===== config.mk =====
export PLATFORM = sky130hd
export DESIGN_NAME = wr_arbiter_flat
export DESIGN_NICKNAME = d
export VERILOG_FILES = /design/src/rtl/wr_arbiter_if.sv /design/src/rtl/wr_arbiter.sv /design/src/flat_wrapper.sv
export SDC_FILE = /design/constraint.sdc
export NUM_CORES = 1
export LEC_CHECK = 0
export ABC_AREA = 1
export CAP_MARGIN = 20
export CORE_UTILIZATION = 35
export CTS_CLUSTER_SIZE = 20
export DETAILED_ROUTE_END_ITERATION = 6
export PLACE_DENSITY_LB_ADDON = 0.3
export RECOVER_POWER = 50
export SKIP_LAST_GASP = 1
export SYNTH_ARGS = -nofsm -noshare
export SYNTH_HDL_FRONTEND = slang
export SYNTH_SLANG_ARGS = --single-unit

===== constraint.sdc =====
create_clock -name clk -period 1.85 [get_ports clk]
set_clock_uncertainty 0.15 [all_clocks]
set_input_delay 0.2775 -clock clk [delete_from_list [all_inputs] [get_ports clk]]
set_output_delay 0.2775 -clock clk [all_outputs]
set_load 0.01 [all_outputs]

===== src/rtl/wr_arbiter_if.sv =====
// Bus bundle between the AXI write-channel arbiter and the surrounding interconnect:
// master requests, muxed handshakes in, grant/select/enable steering out.
interface wr_arbiter_if #(
  parameter int CNT_BITS = 16
);
  logic                M0_AWValid;
  logic [31:0]         M0_AWAddr;
  logic                M1_AWValid;
  logic [31:0]         M1_AWAddr;
  logic                S_AWReady;
  logic                W_Valid;
  logic                W_Ready;
  logic                W_Last;
  logic                B_Valid;
  logic                B_Ready;
  logic [1:0]          M_grant;
  logic [2:0]          S_sel;
  logic                aw_en;
  logic                w_en;
  logic                b_en;
  logic                busy;
  logic [CNT_BITS-1:0] wr_cnt;

  // Interconnect side: drives requests and handshakes, observes the steering.
  modport master (
    output M0_AWValid, M0_AWAddr, M1_AWValid, M1_AWAddr,
    output S_AWReady, W_Valid, W_Ready, W_Last, B_Valid, B_Ready,
    input  M_grant, S_sel, aw_en, w_en, b_en, busy, wr_cnt
  );

  // Arbiter side.
  modport slave (
    input  M0_AWValid, M0_AWAddr, M1_AWValid, M1_AWAddr,
    input  S_AWReady, W_Valid, W_Ready, W_Last, B_Valid, B_Ready,
    output M_grant, S_sel, aw_en, w_en, b_en, busy, wr_cnt
  );
endinterface


===== src/rtl/wr_arbiter.sv =====
// Round-robin write-channel arbiter: grants M0/M1, decodes the slave and holds
// the pairing through the AW, W and B phases of a single outstanding transaction.
module wr_arbiter #(
  parameter logic [31:0] S0_BASE  = 32'h0000_0000,
  parameter logic [31:0] S1_BASE  = 32'h0001_0000,
  parameter int          CNT_BITS = 16
) (
  input  logic        clk,
  input  logic        rst,
  wr_arbiter_if.slave bus
);

  typedef enum logic [1:0] {
    ST_IDLE = 2'd0,
    ST_AW   = 2'd1,
    ST_W    = 2'd2,
    ST_B    = 2'd3
  } state_t;

  state_t              state_r;
  state_t              state_nxt_s;
  logic [1:0]          grant_r;
  logic [1:0]          grant_nxt_s;
  logic [2:0]          sel_r;
  logic [2:0]          sel_nxt_s;
  logic                last_m1_r;
  logic                last_m1_nxt_s;
  logic [CNT_BITS-1:0] cnt_r;
  logic [CNT_BITS-1:0] cnt_nxt_s;
  logic                aw_en_r;
  logic                w_en_r;
  logic                b_en_r;
  logic                busy_r;
  logic                pick_m1_s;
  logic                aw_valid_s;

  // 64 KiB regions: only the upper half-word of the address matters.
  function automatic logic [2:0] decode_slave(input logic [31:0] addr);
    logic [2:0] sel;
    if (addr[31:16] == S0_BASE[31:16]) begin
      sel = 3'b001;
    end else if (addr[31:16] == S1_BASE[31:16]) begin
      sel = 3'b010;
    end else begin
      sel = 3'b100;
    end
    return sel;
  endfunction

  assign aw_valid_s = grant_r[1] ? bus.M1_AWValid : bus.M0_AWValid;

  // Next-state, grant/select hold and completion bookkeeping.
  always_comb begin
    state_nxt_s   = state_r;
    grant_nxt_s   = grant_r;
    sel_nxt_s     = sel_r;
    last_m1_nxt_s = last_m1_r;
    cnt_nxt_s     = cnt_r;
    pick_m1_s     = 1'b0;
    case (state_r)
      ST_IDLE: begin
        grant_nxt_s = 2'b00;
        sel_nxt_s   = 3'b000;
        if (bus.M0_AWValid || bus.M1_AWValid) begin
          // On a tie the master that did not win last time goes first.
          pick_m1_s   = (bus.M0_AWValid && bus.M1_AWValid) ? ~last_m1_r : bus.M1_AWValid;
          grant_nxt_s = pick_m1_s ? 2'b10 : 2'b01;
          sel_nxt_s   = decode_slave(pick_m1_s ? bus.M1_AWAddr : bus.M0_AWAddr);
          state_nxt_s = ST_AW;
        end else begin
          state_nxt_s = ST_IDLE;
        end
      end
      ST_AW: begin
        if (aw_valid_s && bus.S_AWReady) begin
          state_nxt_s = ST_W;
        end else begin
          state_nxt_s = ST_AW;
        end
      end
      ST_W: begin
        if (bus.W_Valid && bus.W_Ready && bus.W_Last) begin
          state_nxt_s = ST_B;
        end else begin
          state_nxt_s = ST_W;
        end
      end
      ST_B: begin
        if (bus.B_Valid && bus.B_Ready) begin
          state_nxt_s   = ST_IDLE;
          grant_nxt_s   = 2'b00;
          sel_nxt_s     = 3'b000;
          last_m1_nxt_s = grant_r[1];
          cnt_nxt_s     = cnt_r + {{(CNT_BITS-1){1'b0}}, 1'b1};
        end else begin
          state_nxt_s = ST_B;
        end
      end
      default: begin
        state_nxt_s = ST_IDLE;
        grant_nxt_s = 2'b00;
        sel_nxt_s   = 3'b000;
      end
    endcase
  end

  // State and registered outputs; enables come from the next state so they have no input-to-output path.
  always_ff @(posedge clk or posedge rst) begin
    if (rst) begin
      state_r   <= ST_IDLE;
      grant_r   <= 2'b00;
      sel_r     <= 3'b000;
      last_m1_r <= 1'b1;
      cnt_r     <= {CNT_BITS{1'b0}};
      aw_en_r   <= 1'b0;
      w_en_r    <= 1'b0;
      b_en_r    <= 1'b0;
      busy_r    <= 1'b0;
    end else begin
      state_r   <= state_nxt_s;
      grant_r   <= grant_nxt_s;
      sel_r     <= sel_nxt_s;
      last_m1_r <= last_m1_nxt_s;
      cnt_r     <= cnt_nxt_s;
      aw_en_r   <= (state_nxt_s == ST_AW);
      w_en_r    <= (state_nxt_s == ST_W);
      b_en_r    <= (state_nxt_s == ST_B);
      busy_r    <= (state_nxt_s != ST_IDLE);
    end
  end

  assign bus.M_grant = grant_r;
  assign bus.S_sel   = sel_r;
  assign bus.aw_en   = aw_en_r;
  assign bus.w_en    = w_en_r;
  assign bus.b_en    = b_en_r;
  assign bus.busy    = busy_r;
  assign bus.wr_cnt  = cnt_r;

endmodule

===== src/flat_wrapper.sv =====
// flat-port wrapper written by rule: the top's interface ports become plain ports
module wr_arbiter_flat 
#(
  parameter logic [31:0] S0_BASE  = 32'h0000_0000,
  parameter logic [31:0] S1_BASE  = 32'h0001_0000,
  parameter int          CNT_BITS = 16
)
  (clk, rst, bus_M0_AWValid, bus_M0_AWAddr, bus_M1_AWValid, bus_M1_AWAddr, bus_S_AWReady, bus_W_Valid, bus_W_Ready, bus_W_Last, bus_B_Valid, bus_B_Ready, bus_M_grant, bus_S_sel, bus_aw_en, bus_w_en, bus_b_en, bus_busy, bus_wr_cnt);
  wr_arbiter_if #(.CNT_BITS(CNT_BITS)) bus_i ();
  input  logic clk;
  input  logic rst;
  input wire logic [$bits(bus_i.M0_AWValid)-1:0] bus_M0_AWValid;
  input wire logic [$bits(bus_i.M0_AWAddr)-1:0] bus_M0_AWAddr;
  input wire logic [$bits(bus_i.M1_AWValid)-1:0] bus_M1_AWValid;
  input wire logic [$bits(bus_i.M1_AWAddr)-1:0] bus_M1_AWAddr;
  input wire logic [$bits(bus_i.S_AWReady)-1:0] bus_S_AWReady;
  input wire logic [$bits(bus_i.W_Valid)-1:0] bus_W_Valid;
  input wire logic [$bits(bus_i.W_Ready)-1:0] bus_W_Ready;
  input wire logic [$bits(bus_i.W_Last)-1:0] bus_W_Last;
  input wire logic [$bits(bus_i.B_Valid)-1:0] bus_B_Valid;
  input wire logic [$bits(bus_i.B_Ready)-1:0] bus_B_Ready;
  output wire logic [$bits(bus_i.M_grant)-1:0] bus_M_grant;
  output wire logic [$bits(bus_i.S_sel)-1:0] bus_S_sel;
  output wire logic [$bits(bus_i.aw_en)-1:0] bus_aw_en;
  output wire logic [$bits(bus_i.w_en)-1:0] bus_w_en;
  output wire logic [$bits(bus_i.b_en)-1:0] bus_b_en;
  output wire logic [$bits(bus_i.busy)-1:0] bus_busy;
  output wire logic [$bits(bus_i.wr_cnt)-1:0] bus_wr_cnt;
  assign bus_i.M0_AWValid = bus_M0_AWValid;
  assign bus_i.M0_AWAddr = bus_M0_AWAddr;
  assign bus_i.M1_AWValid = bus_M1_AWValid;
  assign bus_i.M1_AWAddr = bus_M1_AWAddr;
  assign bus_i.S_AWReady = bus_S_AWReady;
  assign bus_i.W_Valid = bus_W_Valid;
  assign bus_i.W_Ready = bus_W_Ready;
  assign bus_i.W_Last = bus_W_Last;
  assign bus_i.B_Valid = bus_B_Valid;
  assign bus_i.B_Ready = bus_B_Ready;
  assign bus_M_grant = bus_i.M_grant;
  assign bus_S_sel = bus_i.S_sel;
  assign bus_aw_en = bus_i.aw_en;
  assign bus_w_en = bus_i.w_en;
  assign bus_b_en = bus_i.b_en;
  assign bus_busy = bus_i.busy;
  assign bus_wr_cnt = bus_i.wr_cnt;
  wr_arbiter #(.S0_BASE(S0_BASE), .S1_BASE(S1_BASE), .CNT_BITS(CNT_BITS)) u_core (.clk(clk), .rst(rst), .bus(bus_i));
endmodule

; ---- Yosys cells after proc, flatten, opt, wreduce, memory -nomap -nowiden
; Index checks and enable logic that the tools add are counted.
[totals]
regBits = 28
elab_cells = 48
inputBits = 74
output_inout_bits = 25
[op_classes]
n_mux = 17
reduce_logical = 12
addsub = 1
eq_ne = 8
bitwise_logic = 1
[ops]
columns = op, count
row1 = 32-bit 2-to-1 mux, 1
row2 = 16-bit by 1-bit adder with 16-bit output (second input constant), 1
row3 = 16-bit by 1-bit == test with 1-bit output (second input constant), 1
row4 = 16-bit logical NOT, 1
row5 = 3-bit 2-to-1 mux, 4
row6 = 2-bit 2-to-1 mux, 5
row7 = 2-bit == test (second input constant), 4
row8 = 2-bit one-hot mux with 4 select lines, 1
row9 = 3-bit one-hot mux with 2 select lines, 1
row10 = 1-bit logical AND, 5
row11 = 2-bit by 1-bit == test with 1-bit output (second input constant), 2
row12 = 1-bit 2-to-1 mux, 4
row13 = 2-bit one-hot mux with 2 select lines, 1
row14 = 2-bit AND reduction, 2
row15 = 2-bit nonzero test, 2
row16 = 2-bit logical NOT, 1
row17 = 2-bit by 1-bit inequality test with 1-bit output (second input constant), 1
row18 = 1-bit logical OR, 1
row19 = 1-bit NOT, 1

; ---- Longest topological paths before layout
; Gate-level depths: netlist (run 1).
[logic_depth]
ltp_word = 8
ltp_mapped = 9
ltp_nobuf = 9

; ---- Worst setup path after synthesis (run 1)
; No wires, ideal clock.
[synth_path]
path_type = reg-to-reg
startpoint = reg u_core.cnt_r[0], in the netlist u_core.bus.wr_cnt[0]
endpoint = reg u_core.cnt_r[14], in the netlist u_core.bus.wr_cnt[14]
path_slack_ns = 0.385
t_required_ns = 1.583
period_less_slack_ns = 1.465
arrival_time_ns = 1.198
path_buffers = 0
stages_incl_launch_ff = 8
setup_ns = 0.117
path_cell_list = dfrtp_1 ha_1 nand2_1 nand3b_4 nor2_4 nand3_1 nand2_1 nand2_1
[synth_between]
elab_chain_cells = 1
[synth_lines]
columns = element, line
row1 = "start, declared", wr_arbiter.sv:28  ; logic [CNT_BITS-1:0] cnt_r;
row2 = "start signal, assigned", wr_arbiter.sv:114  ; cnt_r <= {CNT_BITS{1'b0}};
row3 = "start signal, assigned", wr_arbiter.sv:124  ; cnt_r <= cnt_nxt_s;
row4 = 16-bit by 1-bit adder with 16-bit output, wr_arbiter.sv:94  ; cnt_nxt_s = cnt_r + {{(CNT_BITS-1){1'b0}}, 1'b1};
; No other way between the ends.
; A chain may end at the register's enable or synchronous reset.

; ---- Worst setup path after layout (run 1)
[layout_path]
startpoint = reg u_core.cnt_r[4], in the netlist u_core.bus.wr_cnt[4]
endpoint = out bus_wr_cnt[4]
[layout_rtl]
columns = element, line
row1 = "end, declared", flat_wrapper.sv:28  ; output wire logic [$bits(bus_i.wr_cnt)-1:0] bus_wr_cnt;
; No word-level cell between the ends.

==> results of run 1 <==
## flip-flops by register name (all words and copies together), names as in the netlist
register / count
u_core.bus.S_sel: 3
u_core.bus.b_en: 1
u_core.state_r: 2
u_core.bus.aw_en: 1
u_core.bus.wr_cnt: 16
u_core.bus.w_en: 1
u_core.last_m1_r: 1
u_core.bus.busy: 1
u_core.bus.M_grant: 2
## cell type report
type / instances / area (µm²)
inverters: 22 / 82.58
fillers: 439 / 2044
multi-input cells: 161 / 824.5
repair buffers: 70 / 680.7
well taps: 52 / 65.06
clock buffers: 4 / 45.04
flip-flops and latches: 28 / 701.9
## worst paths after layout
| kind | to | slack (ps) | cells past startpoint | from |
|---|---|---|---|---|
| max | bus_wr_cnt[4] | 80 | 1 | u_core.bus.wr_cnt[4] |
| min | u_core.last_m1_r | 330 | 2 | u_core.last_m1_r |
| max reg2reg | u_core.bus.busy | 270 | 6 | u_core.state_r[1] |
| min reg2reg | u_core.last_m1_r | 330 | 2 | u_core.last_m1_r |
| max in group asynchronous | u_core.bus.b_en | 630 | 3 | rst |
| min in group asynchronous | u_core.bus.wr_cnt[8] | 480 | 3 | rst |
## layer usage
metal,global-route usage (%),wire [µm]
met5,0,0
met1,19.28,1636
met2,26.28,1692
met4,5.333,31
met3,2.564,195
## power by group through the flow
stage          Combinational, mW  Sequential (mW)  Clock, mW
6_report                   0.911            0.900      0.340
5_1_grt                     1.01            0.929      0.374
4_1_cts                    0.999            0.905      0.359
3_5_place_dp               0.994            0.915          0
3_3_place_gp               0.977            0.920          0
2_1_floorplan              0.504            0.953          0
## placed cells by master (no fill, tap or decap), types with 2 or more instances in the layout
cell type | netlist | routed
sky130_fd_sc_hd__and2_1 | 2 | 2
sky130_fd_sc_hd__clkbuf_1 | 0 | 3
sky130_fd_sc_hd__clkbuf_8 | 0 | 3
sky130_fd_sc_hd__clkdlybuf4s50_1 | 0 | 64
sky130_fd_sc_hd__dfrtp_1 | 27 | 27
sky130_fd_sc_hd__dlygate4sd3_1 | 0 | 2
sky130_fd_sc_hd__inv_1 | 19 | 20
sky130_fd_sc_hd__inv_2 | 3 | 2
sky130_fd_sc_hd__nand2_1 | 70 | 72
sky130_fd_sc_hd__nand2_2 | 5 | 4
sky130_fd_sc_hd__nand3_1 | 10 | 10
sky130_fd_sc_hd__nand3b_1 | 1 | 2
sky130_fd_sc_hd__nand4_1 | 4 | 4
sky130_fd_sc_hd__nor2_1 | 34 | 34
sky130_fd_sc_hd__nor2_4 | 3 | 3
sky130_fd_sc_hd__o21ai_0 | 5 | 6
sky130_fd_sc_hd__o21ai_1 | 3 | 2
sky130_fd_sc_hd__xnor2_1 | 4 | 4
sky130_fd_sc_hd__xor2_1 | 6 | 6
## kinds of logic after synthesis
logic type | count (synthesis)
AOI/OAI and AO/OA | 10
adders and majority gates | 1
xor gates and xnor gates | 11
DFF | 28
buffers and inverters | 23
and+or+nand+nor | 139
## stage by stage
stage | power [mW] | util (%) | cells
CTS | 2.263 | 54.98 | 337
detailed placement | 1.909 | 53.97 | 333
floorplan | 1.457 | - | 212
global route | 2.310 | 54.00 | 337
finish | 2.151 | 54.00 | 337
global placement | 1.897 | 53.97 | 333
==> results.toml, run 1 <==
[synth]
synth-simple-area-share_pct = 40.91
yosysTopAreaCellShare_pct = 40.75
ys_seq_elements = 28
syn_area_per_cell_um2 = 7.820
mappedNetlistArea_um2 = 1658
synth_top_cells_by_count = "70 x sky130_fd_sc_hd__nand2_1, 34 x sky130_fd_sc_hd__nor2_1, 27 x sky130_fd_sc_hd__dfrtp_1, 19 x sky130_fd_sc_hd__inv_1, 10 x sky130_fd_sc_hd__nand3_1"
synthAdderAreaFrac_pct = 0.7547
synth_enable_flop_cells = 0
synthesized_netlist_cell_count = 212
dominantRegCellSynth = "sky130_fd_sc_hd__dfrtp_1"
ys_seq_area_share_pct = 42.34
yosys_warnings = 0
yosysMostFrequentCell = "sky130_fd_sc_hd__nand2_1"
yosys.cell_types.count = 29
dominant_combinational_cell_family_by_area_after_synthesis = "simple AND/OR/NAND/NOR gates"
post_synthesis_compound_gate_area_fraction_pct = 3.849
yosys.area_share.xor_xnor_pct = 6.264
synth_mux_area_share_pct = 0
synth_top_cell_by_area = "sky130_fd_sc_hd__dfrtp_1"
synth_fp_nets = 287
async_flop_share_pct = 100.0
synth.area.top_cells = "sky130_fd_sc_hd__dfrtp_1 41%, sky130_fd_sc_hd__nand2_1 16%, sky130_fd_sc_hd__nor2_1 7.7%"

[floorplanning]
rows = 24
die-width_um = 70.83
total_die_area_um2 = 5016
floorplan.io_pins = 99
fp.coreArea_um2 = 4444
floorplan.initialDensity_pct = 37.30
die_height_um = 70.83

[worst_setup_path]
cpMaxStageDelayCell = "sky130_fd_sc_hd__clkdlybuf4s50_1"
timing_worst_setup_path_type = "reg -> out"
delay_of_the_slowest_critical_path_stage_ps = 580
timing.critical_path.fanout_max = 5
worstPathBufferInverterCount = 1
timing.critical_path.required_ps = 1420
startpoint_type = "flip-flop"
kind_of_cell_adding_the_most_delay_to_the_critical_path = "buffers and inverters"
crit_path_cell_trace = "clkdlybuf4s50_1"
worst_setup_path_end_kind = "primary output"
cp.arrival_ps = 1340

[clocking]
post_cts.repair.setup_buffers = 0
cts_htree_levels = 1
clock-sinks = 28
clk_latency_ps = 270
hold_buffers = 0
cts_tree = "yes"
clk_transition_reported_paths_ps = 100
post_cts_resize_count = 0
clock_tree.root_cell = "sky130_fd_sc_hd__clkbuf_8"
cts_buffers = 3
cts_buffer_depth = 2

[sta]
final_critical_path_required_period_ps = 1766
final.setup.tns_ps = 0
timing.final.hold_violations = 0
rsz0062_at_grt = "false"
max_clock_freq_mhz = 566.2
hold_slack_ps = 330.5
slew_headroom_pct = 53.44
final_min_period_over_clock_period_pct = 95.46
timing_worst_slew_pin_value_ps = 698.4
layout_setup_ws_ps = 83.96
timing.final.setup_violations = 0
final_max_slew_viol_count = 0

[grt]
grt_pass1_vias = 1440
grt_overflow_total = 0
grt_start_max_net_pins = 29
grt_pass1_wl_um = 6120
all_layer_gr_usage_pct = 15.22
grt_antenna_before_repair = 0

[power_and_ir_drop]
p_int_mw = 1.375
total_leakage_power_nw = 1.144
comb_power_share_pct = 42.4
switching_share_pct = 36.05
power.switching_mw = 0.7755
power.density_cell_area_nw_per_um2 = 896.3
worst_ir_drop_vdd_v = 0.0006210
seqPwrFrac_pct = 41.9
p_clk_share_pct = 15.8

[worst_hold_path]
min_path_type = "reg -> reg"

[placement]
io_buffer_count = 66
place_congestion = 0.7679
place_ws_ps = 37.82
placement.cell_area_um2 = 2399
dpl_wire_length_um = 2920

[cells_and_area]
finish.net_count = 361
antenna-diode-count = 0
area_of_all_placed_cells_without_fillers_um2 = 2400
share_of_final_layout_standard_cells_stronger_than_drive_strength_1_pct = 7.368
syn2layout_area_growth_pct = 44.75

[drt]
dr.first_iter.drc_count = 72
detail_route.wl_per_cell_um = 10.55
drt_wl_total_um = 3555
detail_route.vias_per_cell = 4.457
via_count = 1502
number_of_drc_violations_after_detailed_routing = 0
postRouteAntennaNets = 0
drt_pre_antenna_iters = 6

[run]
drv_cap = 0

[status]
outcome = "completed"
No activity file was read; power rests on OpenSTA's default activity.
==> inputs of run 2 (changes only) <==
--- a/config.mk
+++ b/config.mk
@@ -7,6 +7,7 @@
 export LEC_CHECK = 0
 export ABC_AREA = 1
 export CAP_MARGIN = 20
+export CORE_MARGIN = 8
 export CORE_UTILIZATION = 35
 export CTS_CLUSTER_SIZE = 20
 export DETAILED_ROUTE_END_ITERATION = 6
==> run 2 against run 1 <==
Compared with the run above: critical path depth stayed put; combinational power hardly changed; non-clock buffer count decreased by 1; sequential share of layout area grew 0.31 points; worst setup slack gained 27 ps; largest power group unchanged; utilization decreased by 3.0 points; largest cell class unchanged; cell area shrank 0.89%; maximum frequency up 1.5%; clock power about the same.
==> results.toml, run 2 (synthesized netlist as in run 1, its figures left out) <==
[cells_and_area]
share_of_final_layout_standard_cells_stronger_than_drive_strength_1_pct = 7.746
layout.cells.most_common_list = "71 x sky130_fd_sc_hd__nand2_1, 65 x sky130_fd_sc_hd__clkdlybuf4s50_1, 34 x sky130_fd_sc_hd__nor2_1"
area_of_all_placed_cells_without_fillers_um2 = 2379
final_common_cell = "sky130_fd_sc_hd__nand2_1"
sequential_cell_area_um2 = 703.2
syn2layout_area_growth_pct = 43.47
multiInputGateArea_um2 = 803.3
largest_reg_flops = 16
final_cells = 338
antenna-diode-count = 0
finish.net_count = 360
fillers = 454

[sta]
final.setup.tns_ps = 0
final_max_slew_viol_count = 0
timing_worst_slew_pin_value_ps = 687.1
timing.final.setup_violations = 0
slew_headroom_pct = 54.20
timing.final.hold_violations = 0
final_critical_path_required_period_ps = 1739
final_min_period_over_clock_period_pct = 94.01
rsz0062_at_grt = "false"
max_clock_freq_mhz = 575.0

[worst_setup_path]
worstPathBufferInverterCount = 1
timing.critical_path.required_ps = 1420
crit_path_cell_trace = "clkdlybuf4s50_1"
startpoint_type = "flip-flop"
worst-r2r-setup-slack_ps = 190
delay_of_the_slowest_critical_path_stage_ps = 580
timing_worst_setup_path_type = "reg -> out"
cpMaxStageDelayCell = "sky130_fd_sc_hd__clkdlybuf4s50_1"
kind_of_cell_adding_the_most_delay_to_the_critical_path = "buffers and inverters"
timing.critical_path.fanout_max = 6
worst_setup_path_end_kind = "primary output"
cp.arrival_ps = 1310

[run]
drv_cap = 0

[clocking]
cts_htree_levels = 1
cts_buffer_depth = 2
clk_latency_ps = 280
clock-sinks = 28
cts_tree = "yes"
clk_transition_reported_paths_ps = 100
clock_tree.root_cell = "sky130_fd_sc_hd__clkbuf_8"
cts_buffers = 3
post_cts.repair.setup_buffers = 0

[placement]
io_buffer_count = 66
post-place-cells = 334
placement.cell_area_um2 = 2394
dpl_wire_length_um = 3333
place_congestion = 0.7818

[power_and_ir_drop]
post-layout-total-power_mw = 2.159
worst_ir_drop_vdd_v = 0.0005629
power.density_cell_area_nw_per_um2 = 907.7
total_leakage_power_nw = 1.098

[grt]
grt.met2_usage_pct = 20.69
grt_pass1_vias = 1554
met1_usage_grt_pct = 13.69
grt_overflow_total = 0
met3_usage_grt_pct = 2.896
grt_antenna_before_repair = 0
grt_most_used_layer = "met2"
all_layer_gr_usage_pct = 11.80
grt_start_max_net_pins = 29
grt_pass1_wl_um = 7031

[floorplanning]
die_height_um = 84.83
rows = 25
floorplan.io_pins = 99
floorplan.initialDensity_pct = 35.57
die-width_um = 84.83
fp.coreArea_um2 = 4661
total_die_area_um2 = 7195

[drt]
postRouteAntennaNets = 0
dr.first_iter.drc_count = 47
number_of_drc_violations_after_detailed_routing = 0
detail_route.vias_per_cell = 4.453
drt_wl_total_um = 4020
via_count = 1505
drt_pre_antenna_iters = 4
detail_route.wl_per_cell_um = 11.89

[status]
outcome = "completed"

[worst_hold_path]
min_path_type = "reg -> reg"
## run 2: cell types whose count changed in the layout (fill, tap and decap cells not counted)
cell / previous run / this run
sky130_fd_sc_hd__nand2_2: 4 / 5
sky130_fd_sc_hd__nor3_1: 1 / 2
sky130_fd_sc_hd__clkdlybuf4s50_1: 64 / 65
sky130_fd_sc_hd__inv_2: 2 / 3
sky130_fd_sc_hd__dfrtp_1: 27 / 26
sky130_fd_sc_hd__nand2_1: 72 / 71
sky130_fd_sc_hd__inv_1: 20 / 19
sky130_fd_sc_hd__clkbuf_1: 3 / 2
sky130_fd_sc_hd__dlygate4sd3_1: 2 / 1
sky130_fd_sc_hd__nand3b_1: 2 / 3
sky130_fd_sc_hd__dfrtp_2: 0 / 1
sky130_fd_sc_hd__nand3b_4: 1 / 0
sky130_fd_sc_hd__nor3_4: 1 / 0
## run 2: stage by stage
| stage | utilization, % | worst slack (ps) | hold WS [ps] |
|---|---|---|---|
| after floorplan | - | 385.5 | 192.2 |
| after global placement | 51.36 | 36.25 | 316.7 |
| after detailed placement | 51.36 | 15.22 | 320.4 |
| after CTS | 52.32 | 34.95 | 226.2 |
| after global routing | 51.03 | 53.55 | 371.1 |
| final | 51.03 | 110.9 | 340.4 |
## run 2: repair_timing
action,CTS,global route
endpoints found under the setup margin,0,1
hold endpoints to repair,0,0
hold buffers,0,0
gates resized for setup,0,1
## run 2: worst paths after layout
path,startpoint,to,depth (start not counted)
max in group asynchronous,rst,u_core.bus.wr_cnt[4],3
setup / recovery,u_core.bus.wr_cnt[8],bus_wr_cnt[8],1
setup reg to reg,u_core.bus.wr_cnt[0],u_core.bus.wr_cnt[14],7
hold / removal,u_core.bus.S_sel[2],u_core.bus.S_sel[2],2
hold reg to reg,u_core.bus.S_sel[2],u_core.bus.S_sel[2],2
min in group asynchronous,rst,u_core.bus.wr_cnt[5],3
## run 2: per-layer routing
| layer | wire [µm] | part of all wire [%] |
|---|---|---|
| met5 | 0 | 0 |
| met4 | 19 | 0.47 |
| met3 | 239 | 5.9 |
| met2 | 1993 | 50 |
| met1 | 1768 | 44 |
## run 2: power by group
part	switching (mW)	internal [mW]
combinational	0.464	0.450
sequential	0.134	0.774
clock	0.183	0.154
## run 2: final cells by class
class                   instances  area share, %
flip-flops and latches         28          29.56
repair buffers                 69          28.46
multi-input cells             161          33.77
clock buffers                   4          1.894
well taps                      54          2.841
inverters                      22          3.472
